--- src/rtl/vend_pkg.sv ---
// Shared types, widths and default prices for the vending machine controller.
package vend_pkg;

    localparam int CREDIT_W = 7;

    typedef logic [CREDIT_W-1:0] credit_t;
    typedef logic [1:0]          item_t;

    typedef enum logic [2:0] {
        ST_IDLE,
        ST_CHECK,
        ST_DENY,
        ST_VEND,
        ST_REFUND,
        ST_CLEAR
    } vend_state_e;

    localparam int DEF_PRICE_0 = 25;
    localparam int DEF_PRICE_1 = 35;
    localparam int DEF_PRICE_2 = 50;
    localparam int DEF_PRICE_3 = 75;

    function automatic credit_t item_price(
        input item_t   item,
        input credit_t p0,
        input credit_t p1,
        input credit_t p2,
        input credit_t p3
    );
        credit_t price;
        case (item)
            2'd0:    price = p0;
            2'd1:    price = p1;
            2'd2:    price = p2;
            default: price = p3;
        endcase
        return price;
    endfunction

endpackage

--- src/rtl/vend_timeout_timer.sv ---
// Inactivity timer: counts while run is high, flags the last counted cycle.
module vend_timeout_timer #(
    parameter int TIMEOUT_CYC = 1000
) (
    input  logic clk,
    input  logic reset,
    input  logic run,
    input  logic restart,
    output logic expired
);

    localparam int CNT_W = (TIMEOUT_CYC > 2) ? $clog2(TIMEOUT_CYC) : 1;
    localparam logic [CNT_W-1:0] LAST = CNT_W'(TIMEOUT_CYC - 1);

    logic [CNT_W-1:0] count;

    // Counter saturates at LAST; the controller leaves IDLE on expiry, which drops run.
    always_ff @(posedge clk or posedge reset) begin
        if (reset) begin
            count <= '0;
        end else if (!run || restart) begin
            count <= '0;
        end else if (count != LAST) begin
            count <= count + CNT_W'(1);
        end
    end

    assign expired = run && !restart && (count == LAST);

endmodule

--- src/rtl/vend_controller.sv ---
// Vending machine sequencer: gates coins, checks price, dispenses, refunds and clears credit.
module vend_controller
    import vend_pkg::*;
#(
    parameter int PRICE_0     = DEF_PRICE_0,
    parameter int PRICE_1     = DEF_PRICE_1,
    parameter int PRICE_2     = DEF_PRICE_2,
    parameter int PRICE_3     = DEF_PRICE_3,
    parameter int TIMEOUT_CYC = 1000
) (
    input  logic       clk,
    input  logic       reset,
    input  logic [6:0] total,
    input  logic       coin_event,
    input  logic       sel_valid,
    input  logic [1:0] sel_item,
    input  logic       cancel,
    output logic       coin_enable,
    output logic       clear,
    output logic       dispense,
    output logic [1:0] dispense_item,
    output logic       change_valid,
    output logic [6:0] change_amt,
    output logic       deny,
    output logic       busy
);

    vend_state_e state_q, state_d;
    item_t       item_q, item_d;
    credit_t     change_q, change_d;
    credit_t     price;
    logic        timer_run;
    logic        timer_expired;

    assign price = item_price(item_q, credit_t'(PRICE_0), credit_t'(PRICE_1),
                              credit_t'(PRICE_2), credit_t'(PRICE_3));

    // Idle timeout only runs while credit is held; any coin restarts it.
    assign timer_run = (state_q == ST_IDLE) && (total != '0);

    vend_timeout_timer #(
        .TIMEOUT_CYC (TIMEOUT_CYC)
    ) u_timer (
        .clk     (clk),
        .reset   (reset),
        .run     (timer_run),
        .restart (coin_event),
        .expired (timer_expired)
    );

    always_ff @(posedge clk or posedge reset) begin
        if (reset) begin
            state_q  <= ST_IDLE;
            item_q   <= '0;
            change_q <= '0;
        end else begin
            state_q  <= state_d;
            item_q   <= item_d;
            change_q <= change_d;
        end
    end

    always_comb begin
        state_d       = state_q;
        item_d        = item_q;
        change_d      = change_q;
        coin_enable   = 1'b0;
        clear         = 1'b0;
        dispense      = 1'b0;
        dispense_item = '0;
        change_valid  = 1'b0;
        change_amt    = '0;
        deny          = 1'b0;
        busy          = 1'b1;

        case (state_q)
            ST_IDLE: begin
                coin_enable = 1'b1;
                busy        = 1'b0;
                if (cancel && (total != '0)) begin
                    change_d = total;
                    state_d  = ST_REFUND;
                end else if (sel_valid) begin
                    item_d  = sel_item;
                    state_d = ST_CHECK;
                end else if (timer_expired) begin
                    change_d = total;
                    state_d  = ST_REFUND;
                end
            end
            // Coins are gated off here, so total is stable for the compare.
            ST_CHECK: begin
                if (total >= price) begin
                    change_d = total - price;
                    state_d  = ST_VEND;
                end else begin
                    state_d = ST_DENY;
                end
            end
            ST_DENY: begin
                deny    = 1'b1;
                state_d = ST_IDLE;
            end
            ST_VEND: begin
                dispense      = 1'b1;
                dispense_item = item_q;
                state_d       = (change_q != '0) ? ST_REFUND : ST_CLEAR;
            end
            ST_REFUND: begin
                change_valid = 1'b1;
                change_amt   = change_q;
                state_d      = ST_CLEAR;
            end
            ST_CLEAR: begin
                clear   = 1'b1;
                state_d = ST_IDLE;
            end
            default: begin
                state_d = ST_IDLE;
            end
        endcase
    end

endmodule

--- config.mk ---
export PLATFORM = sky130hd
export DESIGN_NAME = vend_controller
export DESIGN_NICKNAME = d
export VERILOG_FILES = /design/src/rtl/vend_pkg.sv /design/src/rtl/vend_timeout_timer.sv /design/src/rtl/vend_controller.sv
export SDC_FILE = /design/constraint.sdc
export NUM_CORES = 1
export LEC_CHECK = 0
export ABC_AREA = 1
export BUFFER_PORTS_ARGS = -buffer_cell sky130_fd_sc_hd__buf_2
export CORE_MARGIN = 10
export CORE_UTILIZATION = 35
export DETAILED_ROUTE_END_ITERATION = 8
export GPL_TIMING_DRIVEN = 0
export PLACE_DENSITY = 0.52
export SLEW_MARGIN = 0
export SYNTH_ARGS = -nofsm -noshare
export SYNTH_HDL_FRONTEND = slang
export SYNTH_SLANG_ARGS = --single-unit
--- constraint.sdc ---
create_clock -name clk -period 2.23 [get_ports clk]
set_input_delay 0.223 -clock clk [delete_from_list [all_inputs] [get_ports clk]]
set_output_delay 0.223 -clock clk [all_outputs]
set_load 0.05 [all_outputs]
==> impl_metrics.py <==
metrics = {
    "sta": {
        "tns_ps": 0,
        "drv_slew": 0,
        "setup_violations": 0,
        "rsz0062_at_grt": "no",
        "timing.final.crit_share": 0.929,
        "worst_slack_ps": 158,
        "fin_worst_skew_ps": 12.9,
        "fmax_ghz": 0.483,
        "slew_headroom": 0.430,
        "worst_pin_slew_ps": 855,
        "hold_viol": 0,
        "period_minus_slack_ps": 2070,
    },
    "placed_design": {
        "dp_cells": 317,
        "routabilityCongestion": 0.793,
        "place_ws_ps": -146,
        "io_buffer_count": 27,
        "dp_hpwl_um": 3140,
    },
    "drt": {
        "dr_wl_met3_um": 213,
        "viasPerCell": 4.64,
        "first_iter_violations": 84,
        "num_vias": 1502,
        "met1_length_um": 2070,
        "drt_wl_total_um": 3900,
        "firstDrtPassIters": 4,
        "antenna_left": 0,
        "wl_met2_um": 1560,
        "drc": 0,
        "top_layer": "met4",
        "wire_per_inst_um": 12.0,
    },
    "global_routing": {
        "grt_antenna_before_repair": 0,
        "grt_pass1_vias": 1368,
        "grt.overflow.total": 0,
        "track_usage": 0.104,
        "grt_start_max_net_pins": 23,
        "grt_first_pass_wirelength_um": 6510,
    },
    "finish": {
        "final_cell_mix": "59 x nand2_1, 39 x inv_1, 27 x nor2_1, 27 x buf_2, 22 x dfrtp_1",
        "n_antenna_cell": 0,
        "area_delta_synth_final_pct": 22.0,
        "fin_util": 0.451,
        "drive_above_1_share": 0.221,
        "final_common_cell": "nand2_1",
        "final_cells": 324,
        "layout.nets": 299,
    },
    "setup_path": {
        "slowest_delay_ps": 420,
        "path_cells": "buf_4 > ha_1 > o21ai_1 > ha_1 > nand2_1 > nand2_1 > a21oi_2 > nand3_2 > nand2_2 > nand2_4 > nand2_4 > nand2_1 > nand2_1",
        "cp-start-kind": "flip-flop",
        "critPathMaxFanout": 8,
        "path_delay_family": "simple AND/OR/NAND/NOR gates",
        "cp_data_arrival_time_ps": 2270,
        "end_kind": "flip-flop",
        "cp_common_cell": "nand2_1",
        "cp.required_ps": 2430,
        "crit_type": "flip-flop to flip-flop",
        "slowest_stage": "dfrtp_1",
        "worst-path-buf-inv": 1,
    },
    "synthesis": {
        "synth_top_family_by_area": "simple AND/OR/NAND/NOR gates",
        "synth_cell_types": 25,
        "synthCells": 238,
        "synth_xor_area_frac": 0.0160,
        "synthTopCellsByArea": "dfrtp_1 34%, nand2_1 14%, inv_1 9.4%, ha_1 8.4%, nor2_1 6.4%",
        "yosysWarnings": 0,
        "synth_top_area_cell": "dfrtp_1",
        "synth_fa_ha_area_frac": 0.0960,
        "synthMuxAreaShare": 0,
        "syn_avg_cell_area_sq_um": 6.90,
        "yosysTopAreaCellShare": 0.335,
        "synth-seq-cells": 22,
        "synth_seq_area_share": 0.335,
        "synth_area_sq_um": 1640,
        "synthesis.nets": 264,
        "synth_compound_area_frac": 0.0823,
        "synthSimpleGateAreaFrac": 0.365,
    },
    "power": {
        "ir_drop_mv": 0.504,
        "p_leak_nw": 1.09,
        "finalPower_w": 0.00280,
        "power_density_nw_per_um2": 1400,
    },
    "floorplan": {
        "die_area_sq_um": 7830,
        "die_w_um": 88.5,
        "ios": 29,
        "core_area_sq_um": 4440,
        "die_h_um": 88.5,
        "start_util": 0.369,
        "rows": 24,
    },
    "clocking": {
        "path_clk_slew_ps": 90,
        "cts_buffers": 3,
        "htree_levels": 1,
        "clk_latency_ps": 270,
        "cts_buffer_depth": 2,
        "root_buffer": "clkbuf_8",
        "cts_tree": "yes",
        "cts_num_sinks": 22,
    },
    "flow_run": {
        "maxCapViolCount": 0,
    },
    "min_path": {
        "hp-class": "input port to async pin",
    },
    "run_status": {
        "status": "finished, final reports clean",
    },
}
==> cells in the mapped netlist <==
cell type	n
o21ai_4	1
a31oi_1	1
buf_4	1
nor2_4	3
a211oi_1	1
nand2_2	2
inv_1	41
nand2_4	1
xor2_1	3
nand3b_1	5
nand2_1	62
fa_1	1
nor4_1	2
nor2_1	28
o21ai_0	11
nand3_2	1
a21oi_1	9
and2_1	1
nor3_1	7
o21ai_1	1
nand3_1	18
nand4_1	2
ha_1	11
dfrtp_1	22
inv_2	3
==> cell type report <==
class,instances,area (sq um)
buffer,1,7.51
clock buffer,3,41.3
clock inverter,1,30.0
fill,488,2440
inverter,44,165
multi-input combinational,171,986
sequential,22,551
tap,52,65.1
timing repair buffer,30,158
==> per-layer routing <==
metal  global-route usage  vias to the layer above
met2                0.147                       30
met4               0.0396                        0
met1                0.150                      649
li1                     -                      819
met5                    0                        -
met3               0.0202                        4
==> worst register-to-register path: cells and delay by family (launching register included) <==
| kind | cells | cell delay, ps |
|---|---|---|
| fa+ha+maj | 2 | 460 |
| simple gates | 8 | 700 |
| flops | 1 | 420 |
| compound gates | 2 | 290 |
| buf+inv | 1 | 150 |
==> flip-flops by register name, indices dropped and copies added, names as in the netlist <==
signal / flops
change_q: 7
item_q: 2
state_q: 3
u_timer.count: 10
==> logic make-up after synthesis <==
group	count (synthesis)
XOR/XNOR	3
flip-flops	22
AO/OA/AOI/OAI	24
AND/OR/NAND/NOR	132
buffers and inverters	45
adder cells (fa/ha/maj)	12
==> power by group <==
group,internal (W),switching [W]
clock,0.000240,0.000136
sequential,0.000518,0.000106
combinational,0.000590,0.00121
==> what timing repair did <==
action	4_1_cts	5_1_grt
setup buffers	1	2
endpoints found under the setup margin	7	7
pin swaps	1	4
cloned	0	0
hold buffers	0	0
resized for setup	5	13
==> worst paths after layout <==
path                             start          endpoint  slack (ps)  depth (start not counted)
setup / recovery             item_q[1]       change_q[0]         160                         13
hold / removal                   reset  u_timer.count[7]         110                          2
setup reg to reg             item_q[1]       change_q[0]         160                         13
hold reg to reg            change_q[3]       change_q[3]         510                          2
max in group asynchronous        reset       change_q[3]        1580                          2
min in group clk           sel_item[0]         item_q[0]         200                          3
==> through the flow <==
stage	hold WS, ps	instance area (sq um)
6_report	113	2000
5_1_grt	199	2000
4_1_cts	147	1950
3_5_place_dp	444	1850
3_3_place_gp	448	1850
2_1_floorplan	212	1650
Note: power is estimated with default switching activity, not from simulation.
